### src/rtl/tlc_pkg.sv
// Shared state encoding, light codes and output decode for the actuated traffic light controller.
package tlc_pkg;

    typedef enum logic [2:0] {
        ST_NS_GREEN  = 3'd0,
        ST_NS_YELLOW = 3'd1,
        ST_EW_GREEN  = 3'd2,
        ST_EW_YELLOW = 3'd3,
        ST_ALLRED    = 3'd4,
        ST_PED_WALK  = 3'd5,
        ST_FLASH     = 3'd6
    } tlc_state_e;

    typedef enum logic {
        DIR_NS = 1'b0,
        DIR_EW = 1'b1
    } tlc_dir_e;

    localparam logic [2:0] LIGHT_R   = 3'b100;
    localparam logic [2:0] LIGHT_Y   = 3'b010;
    localparam logic [2:0] LIGHT_G   = 3'b001;
    localparam logic [2:0] LIGHT_OFF = 3'b000;

    typedef struct packed {
        logic [2:0] ns;
        logic [2:0] ew;
        logic       walk;
    } tlc_lights_t;

    // Moore decode of the lamp pattern for a state
    function automatic tlc_lights_t decode_lights(tlc_state_e st, logic flash_on);
        tlc_lights_t l;
        l = '{ns: LIGHT_R, ew: LIGHT_R, walk: 1'b0};
        case (st)
            ST_NS_GREEN:  l.ns = LIGHT_G;
            ST_NS_YELLOW: l.ns = LIGHT_Y;
            ST_EW_GREEN:  l.ew = LIGHT_G;
            ST_EW_YELLOW: l.ew = LIGHT_Y;
            ST_PED_WALK:  l.walk = 1'b1;
            ST_FLASH: begin
                l.ns = flash_on ? LIGHT_Y : LIGHT_OFF;
                l.ew = flash_on ? LIGHT_R : LIGHT_OFF;
            end
            default: l = '{ns: LIGHT_R, ew: LIGHT_R, walk: 1'b0};
        endcase
        return l;
    endfunction

endpackage

### src/rtl/tlc_phase_timer.sv
// Saturating tick counter measuring time spent in the current phase.
module tlc_phase_timer #(
    parameter int unsigned CNT_W = 8
) (
    input  logic             clk,
    input  logic             reset,
    input  logic             clr,
    input  logic             en_tick,
    input  logic [CNT_W-1:0] limit,
    input  logic [CNT_W-1:0] min_cnt,
    output logic             at_limit,
    output logic             at_or_past
);

    logic [CNT_W-1:0] count;

    always_ff @(posedge clk or posedge reset) begin
        if (reset) begin
            count <= '0;
        end else if (clr) begin
            count <= '0;
        end else if (en_tick && (count < limit)) begin
            count <= count + CNT_W'(1);
        end
    end

    assign at_limit   = (count == limit);
    assign at_or_past = (count >= min_cnt);

endmodule

### src/rtl/tlc_actuated_ctrl.sv
// Sensor-actuated two-road traffic light controller with pedestrian all-red walk and night flash.
module tlc_actuated_ctrl
    import tlc_pkg::*;
#(
    parameter int unsigned CNT_W       = 8,
    parameter int unsigned T_GREEN     = 20,
    parameter int unsigned T_GREEN_MIN = 8,
    parameter int unsigned T_YELLOW    = 4,
    parameter int unsigned T_ALLRED    = 2,
    parameter int unsigned T_PED       = 10,
    parameter int unsigned FLASH_HALF  = 5
) (
    input  logic       clk,
    input  logic       reset,
    input  logic       en_tick,
    input  logic       car_ew,
    input  logic       ped_req,
    input  logic       night_mode,
    output logic [2:0] light_north_south,
    output logic [2:0] light_east_west,
    output logic       ped_walk
);

    tlc_state_e       state, state_n;
    tlc_dir_e         next_dir, dir_n;
    logic             ped_pending, pend_n;
    logic             flash_on, flash_n;
    logic             toggle, timer_clr;
    logic             at_limit, at_min;
    logic [CNT_W-1:0] limit;
    tlc_lights_t      lights_q;

    // Per-phase terminal count (tick index on which the phase may end)
    always_comb begin
        limit = '0;
        case (state)
            ST_NS_GREEN:  limit = CNT_W'(T_GREEN_MIN - 1);
            ST_NS_YELLOW: limit = CNT_W'(T_YELLOW - 1);
            ST_EW_GREEN:  limit = CNT_W'(T_GREEN - 1);
            ST_EW_YELLOW: limit = CNT_W'(T_YELLOW - 1);
            ST_ALLRED:    limit = CNT_W'(T_ALLRED - 1);
            ST_PED_WALK:  limit = CNT_W'(T_PED - 1);
            ST_FLASH:     limit = CNT_W'(FLASH_HALF - 1);
            default:      limit = '0;
        endcase
    end

    tlc_phase_timer #(.CNT_W(CNT_W)) u_timer (
        .clk        (clk),
        .reset      (reset),
        .clr        (timer_clr),
        .en_tick    (en_tick),
        .limit      (limit),
        .min_cnt    (CNT_W'(T_GREEN_MIN - 1)),
        .at_limit   (at_limit),
        .at_or_past (at_min)
    );

    always_comb begin
        state_n = state;
        dir_n   = next_dir;
        flash_n = flash_on;
        toggle  = 1'b0;
        if (en_tick) begin
            case (state)
                ST_NS_GREEN: begin
                    if (at_limit && (car_ew || ped_pending)) state_n = ST_NS_YELLOW;
                end
                ST_NS_YELLOW: begin
                    if (at_limit) begin
                        state_n = ped_pending ? ST_PED_WALK : ST_ALLRED;
                        dir_n   = DIR_EW;
                    end
                end
                ST_EW_GREEN: begin
                    if (at_limit || (at_min && !car_ew)) state_n = ST_EW_YELLOW;
                end
                ST_EW_YELLOW: begin
                    if (at_limit) begin
                        state_n = ped_pending ? ST_PED_WALK : ST_ALLRED;
                        dir_n   = DIR_NS;
                    end
                end
                ST_ALLRED, ST_PED_WALK: begin
                    if (at_limit) begin
                        if (night_mode) begin
                            state_n = ST_FLASH;
                            flash_n = 1'b1;
                        end else begin
                            state_n = (next_dir == DIR_NS) ? ST_NS_GREEN : ST_EW_GREEN;
                        end
                    end
                end
                ST_FLASH: begin
                    if (!night_mode) begin
                        state_n = ST_ALLRED;
                        dir_n   = DIR_NS;
                    end else if (at_limit) begin
                        flash_n = ~flash_on;
                        toggle  = 1'b1;
                    end
                end
                default: begin
                    state_n = ST_ALLRED;
                    dir_n   = DIR_NS;
                end
            endcase
        end

        // A new request in the same cycle as service is kept for the next all-red
        pend_n = ped_pending;
        if ((state_n != state) && ((state_n == ST_PED_WALK) || (state_n == ST_FLASH))) pend_n = 1'b0;
        if (ped_req && (state != ST_FLASH)) pend_n = 1'b1;

        timer_clr = toggle || (state_n != state);
    end

    always_ff @(posedge clk or posedge reset) begin
        if (reset) begin
            state       <= ST_ALLRED;
            next_dir    <= DIR_NS;
            ped_pending <= 1'b0;
            flash_on    <= 1'b1;
            lights_q    <= '{ns: LIGHT_R, ew: LIGHT_R, walk: 1'b0};
        end else begin
            state       <= state_n;
            next_dir    <= dir_n;
            ped_pending <= pend_n;
            flash_on    <= flash_n;
            lights_q    <= decode_lights(state_n, flash_n);
        end
    end

    assign light_north_south = lights_q.ns;
    assign light_east_west   = lights_q.ew;
    assign ped_walk          = lights_q.walk;

endmodule

### config.mk
export PLATFORM = sky130hd
export DESIGN_NAME = tlc_actuated_ctrl
export DESIGN_NICKNAME = d
export VERILOG_FILES = /design/src/rtl/tlc_pkg.sv /design/src/rtl/tlc_phase_timer.sv /design/src/rtl/tlc_actuated_ctrl.sv
export SDC_FILE = /design/constraint.sdc
export NUM_CORES = 1
export LEC_CHECK = 0
export ABC_AREA = 1
export ABC_CLOCK_PERIOD_IN_PS = 2200
export BUFFER_PORTS_ARGS = -buffer_cell sky130_fd_sc_hd__buf_2
export CAP_MARGIN = 20
export CORE_MARGIN = 3
export CORE_UTILIZATION = 51
export CTS_BUF_LIST = sky130_fd_sc_hd__clkbuf_16
export DETAILED_ROUTE_END_ITERATION = 8
export PLACE_DENSITY = 0.73
export SYNTH_ARGS = -nofsm -noshare
export SYNTH_HDL_FRONTEND = slang
export SYNTH_SLANG_ARGS = --single-unit
### constraint.sdc
create_clock -name clk -period 2.2 [get_ports clk]
set_clock_uncertainty 0.2 [all_clocks]
set_input_delay 0.22 -clock clk [delete_from_list [all_inputs] [get_ports clk]]
set_output_delay 0.22 -clock clk [all_outputs]
set_load 0.05 [all_outputs]
==> metrics <==
average cell area after synthesis 7.49 um^2; vias in the first global route 1421; Layout fillers 165; Switching Fraction 47.5%; count of vias placed by the detailed router 1457; Root Buffer Master sky130_fd_sc_hd__clkbuf_16; starting utilization of the core area 53.9%; clock buffer count from CTS 3; register share of total power 19.8%; post-route non-filler standard cell count 264; IR drop worst, VDD 1280 uV; FF+latch count, synth 21; internal power contribution 1690 uW; routed len/inst 14.8 um; standard-cell row count 18; number of endpoints with negative hold slack in the final report 0; leakage 0.00100 uW; number of setup violations in the final report 20; Max Transition Viols Final 0; clock sink count 21; initial drt markers 106; hold worst-path end flash_on; Synthesized Nets 192; Longest Clk Path Bufs 2; share of power burned in combinational logic 68.3%; RSZ-0062 raised after global routing yes; r2r worst-path depth 14; run status finished with violations; hold path startpoint night_mode; horizontal die dimension 57.4 um; Yosys Warn Count 0; Seq. cell area 532 um^2; clock-pin transition on the worst setup and hold timing paths 0.06 ns; worst reg2reg path endpoint light_north_south[1]; area of all placed cells without fillers 0.00196 mm^2; per-cell via count in the routed design 5.52; layout-stage area growth over the synthesis result 45.4%; area occupied by multi-input gates 835 um^2; max cap viols 0; buffers added on ports 12; required time of the critical path 2.14 ns; top-level I/O count 13; CTS tree done; DIE AREA 0.00329 mm^2; clock latency at the later pin of the worst-skew pair 0.25 ns; Total Nets Final 247; Max transition margin 47.3%; critical path's most frequent cell sky130_fd_sc_hd__nand2_2; setup slack of the worst register-to-register path -0.39 ns; worst hold-check path type in -> reg; vertical extent of the die 57.4 um; combined area of all synthesized cells 0.00135 mm^2; cell area power density 1640 mW/mm^2; worst hold stages 2; H-tree levels 1; cell types with the largest area share after synthesis sky130_fd_sc_hd__dfrtp_1 (32%), sky130_fd_sc_hd__nand2_1 (12%), sky130_fd_sc_hd__dfstp_2 (7.8%), sky130_fd_sc_hd__inv_1 (5.8%), sky130_fd_sc_hd__ha_1 (5.6%); Tcrit/Tclk final 118%; Slew @ Worst Pin 0.790 ns; count of unresolved DRC violations after routing 0; capturing element type of the critical path register; wire length reported by the detailed router 3910 um; length of the first detailed-routing pass in iterations 4; antenna diode instance count 0; Slowest Stage Delay on Critical Path 0.64 ns; first-pass GRT wire length 6470 um; core area 0.00250 mm^2; instance count after placement with tap cells included 246; type of origin of the critical path register; cell type with the largest total area after synthesis sky130_fd_sc_hd__dfrtp_1; total grt overflow 0; overall global routing resource usage 25.0%; number of cells produced by synthesis 180; final worst setup slack -0.389 ns; failing checks setup timing; Cell Area, Placed 0.00165 mm^2; final hold slack 0.178 ns; maximum number of pins on one net before global-route repair 22; arrival time of data at the critical path endpoint 2.53 ns; proportion of layout cells with a drive suffix above 1 44.9%; final estimated routing congestion in global placement 1.00; power after layout 3210 uW; final critical delay including setup and external delays 2.59 ns; cells along the critical path nand3_4 -> o21a_1 -> ha_1 -> nand2_2 -> nor2_4 -> nand2_4 -> nand2_1 -> nand2_2 -> nand4_1 -> nand2_2 -> buf_4 -> buf_4 -> nand4_1 -> nand2_1; standard cell with the maximum stage delay on the critical path sky130_fd_sc_hd__dfstp_2; setup TNS -5.25 ns; portion of the post-synthesis area used by sequential elements 39.4%; number of distinct standard cells referenced by the synthesized netlist 30; highest clock rate 386 MHz; critical register-to-register path startpoint state[2]; area share of the largest cell type after synthesis 31.6%; fraction of power consumed by the clock network 11.8%; maximum fanout encountered on the critical timing path 6; DP HPWL 2680 um; class of the most critical setup path reg -> reg; Psw 1520 uW; initial antenna violation count 0; Antenna Violating Nets Remaining 0
## layout by cell type, fill, tap and decap left out, types with 5 or more instances in the layout
cell type and count:
sky130_fd_sc_hd__nand2_2 16, sky130_fd_sc_hd__nand3_1 13, sky130_fd_sc_hd__nor2_4 6, sky130_fd_sc_hd__buf_2 12, sky130_fd_sc_hd__inv_1 20, sky130_fd_sc_hd__nand2_1 29, sky130_fd_sc_hd__dfrtp_1 16, sky130_fd_sc_hd__nor3_1 5
sky130_fd_sc_hd__buf_4 38, sky130_fd_sc_hd__inv_2 6, sky130_fd_sc_hd__nand4_1 6, sky130_fd_sc_hd__nor2_1 16
## timing repair
action,4_1_cts,5_1_grt
gates resized for setup,20,10
pin swaps,17,7
endpoints found under the hold margin,18,0
hold buffers,2,0
setup endpoints to repair,21,21
setup buffers,7,5
## per-stage QoR
stage	util (%)	setup WS (ns)
after floorplan	-	-0.203
after global placement	66.0	-0.270
after detailed placement	66.0	-0.373
after CTS	74.8	-0.323
after global routing	78.4	-0.499
final	78.4	-0.389
## sequential cells by signal, summed over array words and instances (netlist names)
signal / count
state: 3
next_dir: 1
light_east_west: 3
ped_pending: 1
light_north_south: 3
ped_walk: 1
u_timer.count: 8
flash_on: 1
## power by group through the flow
stage | clock, uW | combinational, uW | sequential [uW]
after floorplan | 0 | 970 | 780
after global placement | 0 | 1660 | 624
after detailed placement | 0 | 1720 | 627
after CTS | 387 | 2000 | 634
after global routing | 396 | 2390 | 649
final | 380 | 2190 | 636
## metal layers
metal	vias up	track usage (%)	wire length, um
li1	691	-	-
met1	683	33.8	1620
met2	72	38.5	1860
met3	11	5.20	334
met4	0	10.9	97
met5	-	0	0
## worst max-delay path by stage
stage,endpoint,start,slack (ns),depth (start not counted)
2_1_floorplan,u_timer.count[4],state[2],-0.20,16
3_3_place_gp,u_timer.count[7],state[2],-0.27,15
3_5_place_dp,u_timer.count[4],state[2],-0.37,15
4_1_cts,u_timer.count[4],state[2],-0.32,13
5_1_grt,ped_pending,state[2],-0.50,16
6_report,light_north_south[1],state[2],-0.39,14
## kinds of logic after synthesis
family | after synthesis | share of synthesized area (%)
compound gates | 15 | 6.87
xor+xnor | 2 | 1.30
fa+ha+maj | 6 | 5.57
buf+inv | 29 | 8.73
flops | 21 | 39.4
simple gates | 107 | 38.2
## critical path: cells and delay by family (launching register included)
kind / cells / cell delay, ns
compound gates: 1 / 0.12
flops: 1 / 0.64
simple gates: 10 / 0.94
buf+inv: 2 / 0.27
fa+ha+maj: 1 / 0.29
## cell usage after synthesis, drive strengths merged
cell type	number
a21oi	4
a31oi	1
a32o	1
buf	1
clkbuf	2
dfrtp	17
dfstp	4
ha	6
inv	26
nand2	48
nand3	16
nand3b	2
nand4	6
nor2	26
nor3	8
nor4	1
o21a	1
o21ai	6
o21bai	2
xor2	2
## final cells by class
class,count,area share (%)
Multi-Input combinational cell,130,42.6
Sequential cell,21,27.1
Timing Repair Buffer,53,19.2
Inverter,26,5.11
Clock buffer,3,3.83
Tap cell,30,1.92
Clock inverter,1,0.192
Note: power is estimated with default switching activity, not from simulation.
